<file path="config.mk">
export PLATFORM = sky130hd
export DESIGN_NAME = fetch_stage
export DESIGN_NICKNAME = d
export VERILOG_FILES = /design/src/rtl/fetch_stage.sv
export SDC_FILE = /design/constraint.sdc
export NUM_CORES = 1
export LEC_CHECK = 0
export CAP_MARGIN = 20
export CORE_MARGIN = 5
export CORE_UTILIZATION = 54
export CTS_BUF_LIST = sky130_fd_sc_hd__clkbuf_4 sky130_fd_sc_hd__clkbuf_8
export DETAILED_ROUTE_END_ITERATION = 7
export PLACE_DENSITY = 0.8
export SETUP_SLACK_MARGIN = 0.02
export SLEW_MARGIN = 20
export SYNTH_ARGS = -nofsm -noshare
export SYNTH_HDL_FRONTEND = slang
export SYNTH_SLANG_ARGS = --single-unit
</file>
<file path="constraint.sdc">
create_clock -name clk -period 2.4 [get_ports clk]
set_input_delay 0.24 -clock clk [delete_from_list [all_inputs] [get_ports clk]]
set_output_delay 0.24 -clock clk [all_outputs]
set_load 0.05 [all_outputs]
</file>
<file path="src/rtl/fetch_stage.sv">
// fetch_stage: instruction-fetch stage plus IF/ID pipeline register.
// Holds the PC and fetches from an instruction memory over a req/ack handshake of
// variable latency. Presents {PC, PC+4, instruction, valid} to decode. Supports a
// decode stall and a branch/jump flush. Flush has priority over stall.
//
// Ports:
//   clk             clock, all state updates on posedge
//   rst_n           asynchronous active-low reset
//   stall           decode cannot accept; IF/ID register and PC hold
//   flush           redirect; discard in-flight/held fetch, PC <= inBranchTarget
//   inBranchTarget  redirect address (bits [1:0] ignored)
//   imem_req        fetch request, held until imem_ack
//   imem_addr       fetch address, stable while imem_req=1
//   imem_ack        memory returns imem_rdata this cycle
//   imem_rdata      instruction word, valid with imem_ack
//   outPc           IF/ID: PC of outIns
//   outAdder        IF/ID: outPc + 4
//   outIns          IF/ID: instruction word (NOP_INSTR when outValid=0)
//   outValid        IF/ID: 1 = real instruction, 0 = bubble

module fetch_stage #(
  parameter logic [31:0] RESET_PC  = 32'h0000_0000,
  parameter logic [31:0] NOP_INSTR = 32'h0000_0000
) (
  input  logic        clk,
  input  logic        rst_n,
  input  logic        stall,
  input  logic        flush,
  input  logic [31:0] inBranchTarget,
  output logic        imem_req,
  output logic [31:0] imem_addr,
  input  logic        imem_ack,
  input  logic [31:0] imem_rdata,
  output logic [31:0] outPc,
  output logic [31:0] outAdder,
  output logic [31:0] outIns,
  output logic        outValid
);

  localparam logic [31:0] ResetPcAligned = RESET_PC & ~32'h3;

  typedef enum logic [1:0] {
    StFetch = 2'd0,
    StDrain = 2'd1,
    StHold  = 2'd2
  } state_e;

  state_e      r_state;
  logic [31:0] r_pc;
  logic [31:0] r_addr;
  logic [31:0] r_hold_ins;
  logic [31:0] r_out_pc;
  logic [31:0] r_out_adder;
  logic [31:0] r_out_ins;
  logic        r_out_valid;

  logic [31:0] w_pc_plus4;
  logic [31:0] w_target;

  assign w_pc_plus4 = r_pc + 32'd4;  // wraps modulo 2^32
  assign w_target   = inBranchTarget & ~32'h3;

  // Request is a pure decode of state; gated by rst_n so it is low during reset.
  assign imem_req  = rst_n && (r_state != StHold);
  assign imem_addr = r_addr;

  assign outPc    = r_out_pc;
  assign outAdder = r_out_adder;
  assign outIns   = r_out_ins;
  assign outValid = r_out_valid;

  always_ff @(posedge clk or negedge rst_n) begin
    if (!rst_n) begin
      r_state     <= StFetch;
      r_pc        <= ResetPcAligned;
      r_addr      <= ResetPcAligned;
      r_hold_ins  <= NOP_INSTR;
      r_out_pc    <= 32'h0;
      r_out_adder <= 32'h0;
      r_out_ins   <= NOP_INSTR;
      r_out_valid <= 1'b0;
    end else begin
      unique case (r_state)
        StFetch: begin
          if (flush) begin
            r_pc        <= w_target;
            r_out_valid <= 1'b0;
            r_out_ins   <= NOP_INSTR;
            if (imem_ack) begin
              // Returning word is dropped; next request goes straight to the target.
              r_addr <= w_target;
            end else begin
              // Request cannot be withdrawn: keep the old address until it completes.
              r_state <= StDrain;
            end
          end else if (imem_ack && !stall) begin
            r_out_pc    <= r_pc;
            r_out_adder <= w_pc_plus4;
            r_out_ins   <= imem_rdata;
            r_out_valid <= 1'b1;
            r_pc        <= w_pc_plus4;
            r_addr      <= w_pc_plus4;
          end else if (imem_ack) begin
            r_hold_ins <= imem_rdata;
            r_state    <= StHold;
          end else if (!stall) begin
            r_out_valid <= 1'b0;
            r_out_ins   <= NOP_INSTR;
          end
        end

        StDrain: begin
          if (flush) begin
            r_pc        <= w_target;
            r_out_valid <= 1'b0;
            r_out_ins   <= NOP_INSTR;
            if (imem_ack) begin
              r_state <= StFetch;
              r_addr  <= w_target;
            end
          end else begin
            if (imem_ack) begin
              r_state <= StFetch;
              r_addr  <= r_pc;
            end
            if (!stall) begin
              r_out_valid <= 1'b0;
              r_out_ins   <= NOP_INSTR;
            end
          end
        end

        StHold: begin
          if (flush) begin
            r_pc        <= w_target;
            r_addr      <= w_target;
            r_state     <= StFetch;
            r_out_valid <= 1'b0;
            r_out_ins   <= NOP_INSTR;
          end else if (!stall) begin
            r_out_pc    <= r_pc;
            r_out_adder <= w_pc_plus4;
            r_out_ins   <= r_hold_ins;
            r_out_valid <= 1'b1;
            r_pc        <= w_pc_plus4;
            r_addr      <= w_pc_plus4;
            r_state     <= StFetch;
          end
        end

        default: r_state <= StFetch;
      endcase
    end
  end

endmodule

</file>
==> metrics list <==
- The run finished with clean final reports.
- Worst Setup EP: imem_addr[30]$_DFFE_PN0P_
- Summed over all nets, the half-perimeter wirelength after detailed placement is 21700 um.
* Area of the multi-input gates: 4900 um^2
* Via count normalized by instance count: 6.23
* Final setup viols: 0
- Worst hold-check path type: in -> async
- The max-slew violation count was 0.
- For this block, the via count after detailed routing is 9251.
* Area of all sequential standard cells: 4830 um^2
* Buffer type at the clock tree root: clkbuf_8
* Worst endpoint required time: 2.75 ns
- Filler cell count in the final layout: 1398
- Count of warnings emitted by yosys: 0
- CTS max path bufs: 2
- Count of clock tree sinks: 193
* Residual DRC: 0
* Average routed wire per standard cell: 20.6 um
- Averaged over all synthesized cells, the footprint is 9.76 um^2.
- Endpoint of the lowest-slack register-to-register path: imem_addr[30]$_DFFE_PN0P_
- Length of the first detailed-routing pass in iterations: 7
* FF+latch count, synth: 193
- The worst setup path is of the reg -> reg kind.
- Area of placed instances: 12700 um^2
* Power after layout: 19.3 mW
* Post-route ant nets: 0
- Dividing the final minimum period by the clock period gives 95.5%.
- P per Cell Area: 1470 nW/um^2
* Number of enable-type register cells in the synthesized netlist: 0
- After technology mapping, the gate count stands at 1042.
- The die is 147 um tall.
- The first global-routing pass estimated 49400 um of wire.
- Async set-or-reset flop fraction in the synthesized netlist: 100%
* Fraction of the yosys area taken by sequential cells: 47.5%
* Arrival @ worst endpoint: 2.64 ns
- Entering global routing, the biggest net connects 106 pins.
- For this run, the post-layout net count is 1313.
* Utilization of the core after routing: 70.5%
* Placer's final routability congestion estimate: 0.923
- TritonCTS built the clock tree.
- Clock slew seen by the registers of the worst setup and hold paths: 0.11 ns
* Num rows: 50
- Syn-to-layout area delta: 29.4%
- The top cell types in the final layout, fill and taps aside, are dfrtp_1, clkdlybuf4s50_1, nand2_1, o21ai_0, buf_4.
- Area of the placeable core: 18600 um^2
- The worst-case IR drop observed on VDD is 0.000590 V.
- Mapped Nets: 1116
* Total leakage power: 5.39 nW
* Area contributors post-synth: dfrtp_1, mux2_2, nand2_1
- The startpoint identified for the worst register-to-register timing path is r_pc[3]$_DFFE_PN0P_.
- Pin placement for this block handled 199 I/O pins.
- Worst clock skew: 0.0124 ns
- Antenna violations before repair: 1
* Number of antenna repair diodes: 0
- Timing-limited maximum frequency: 436 MHz
- Number of maximum-capacitance violations: 0
- Post-CTS timing repair inserted 0 buffers for setup.
- Die Span X: 147 um
* Latest clock arrival within the worst-skew pair: 0.48 ns
* Unrepaired setup endpoints after global routing: false
- The final layout contains routed wiring with a total length of 30700 um.
* CTS HTree Levels: 4
- The count of buffers added on input and output ports is 196.
- For this run, the leading register cell type out of synthesis is dfrtp_1.
- Number of unique standard cell types used by synthesis: 76
- The worst pin sits at a relative slew slack of 61.0%.
* Fin Setup TNS: 0 ns
* Starting DRC count in detailed routing: 1002
* Worst R2R Path Depth: 6
- Grt ovf: 0
- The synthesized design spends more area on one cell type than any other, namely dfrtp_1.
* CP Launch Point: r_pc[3]$_DFFE_PN0P_
- Effective utilization at floorplan: 54.5%
* Num CTS Buffers: 17
* Critical path capture point type: register
- Worst slack after detailed placement: 0.0838 ns
- The worst setup path is launched from a register.
- In this run the biggest area consumer among cell types represents 47.5% of the synthesized area.
* Actual slew at the worst max-slew pin: 0.584 ns
- Layout cells sized above 1: 17.4%
* Total global routing track utilization: 28.3%
- Mapped cell area: 10200 um^2
- PnR worst setup slack: 0.109 ns
* Highest net fanout along the worst path: 6
- Hold Violations, Final: 0
* Via count of the first global-routing pass: 8947
- After routing the design area is 13200 um^2.
* Die Footprint: 21700 um^2
- The routed design could run at a clock period as short as 2.29 ns.
- For flop-to-flop paths, the worst setup slack is 0.11 ns.
## power breakdown
| part | internal, mW | switching, mW |
|---|---|---|
| combinational | 4.21 | 7.02 |
| clock | 0.898 | 1.36 |
| sequential | 4.65 | 1.17 |
| total | 9.75 | 9.55 |
## worst min path at each step
| stage | endpoint | slack, ns | cells past startpoint |
|---|---|---|---|
| after floorplan | imem_addr[0]$_DFFE_PN0P_ | -0.06 | 0 |
| after global placement | outAdder[6]$_DFFE_PN0P_ | 0.17 | 1 |
| after detailed placement | outAdder[6]$_DFFE_PN0P_ | 0.18 | 1 |
| after CTS | outAdder[6]$_DFFE_PN0P_ | 0.23 | 2 |
| after global routing | outAdder[6]$_DFFE_PN0P_ | 0.24 | 2 |
| final | outAdder[6]$_DFFE_PN0P_ | 0.23 | 2 |
## layer usage
metal  up-vias  track usage, %  routed length [um]
met3        85            8.67                3710
met4         2            9.93                1010
met2       533            42.8               13900
met1      4414            38.9               12100
met5         -               0                   7
li1       4217               -                   -
## state kept, by name (all words and copies together) (netlist names)
signal      count
outAdder       30
r_state         2
outPc          32
r_pc           32
imem_addr      32
outValid        1
r_hold_ins     32
outIns         32
## critical path, stage by stage, from the launching register on
cell,delay [ns]
dfrtp_1,0.47
ha_1,0.27
and2_1,0.24
nand4_1,0.31
or2_1,0.39
a311oi_1,0.35
a31oi_1,0.14
## cell type report
| cell class | count | area share, % |
|---|---|---|
| Sequential cell | 193 | 36.7 |
| Clock inverter | 15 | 1.47 |
| Tap cell | 234 | 2.23 |
| Inverter | 11 | 0.314 |
| Multi-Input combinational cell | 738 | 37.2 |
| Timing Repair Buffer | 278 | 20.3 |
| Clock buffer | 17 | 1.78 |
## cells by family (layout without fill, tap and decap cells)
family / Yosys count / count (layout) / share of synthesized area [%]
buffers and inverters: 111 / 321 / 4.92
DFF: 193 / 193 / 47.5
and+or+nand+nor: 306 / 306 / 15.2
adders and majority gates: 5 / 5 / 0.615
muxes: 95 / 95 / 10.2
xor gates and xnor gates: 22 / 22 / 1.90
AOI/OAI and AO/OA: 310 / 310 / 19.7
## stage by stage
stage / hold WS [ns] / std cells
global placement: 0.173 / 1453
detailed placement: 0.175 / 1453
floorplan: -0.0556 / 1042
global route: 0.235 / 1486
finish: 0.226 / 1486
CTS: 0.231 / 1486
## timing repair
| item | in CTS | in global routing |
|---|---|---|
| endpoints found under the hold margin | 31 | 0 |
| setup endpoints to repair | 0 | 43 |
| hold buffers | 1 | 0 |
| resized for setup | 0 | 10 |
## cell usage after synthesis, types with 4 or more instances
master    instances
ha_1              5
nand2b_1          4
o21ai_0          90
buf_4             6
mux2i_1          25
o211ai_1         10
a22o_1            9
a222oi_1          5
nor4_1           12
nor2b_1           5
o31a_1            4
a221oi_1          4
o21ai_1           8
xnor2_1          12
xor2_1           10
nand2_1         122
buf_1             5
dfrtp_1         193
a22oi_1          40
a31oi_1          18
and3_1           11
clkbuf_1         55
and2_1            7
a21oi_1          50
inv_1            11
nor2_1           54
mux2_2           70
buf_2            31
nand4_1           9
nand3_1          20
o31ai_1           9
nor3_1           25
o22ai_1          24
or3_1             5
or2_2             5
Power figures use the tool's default switching activity.
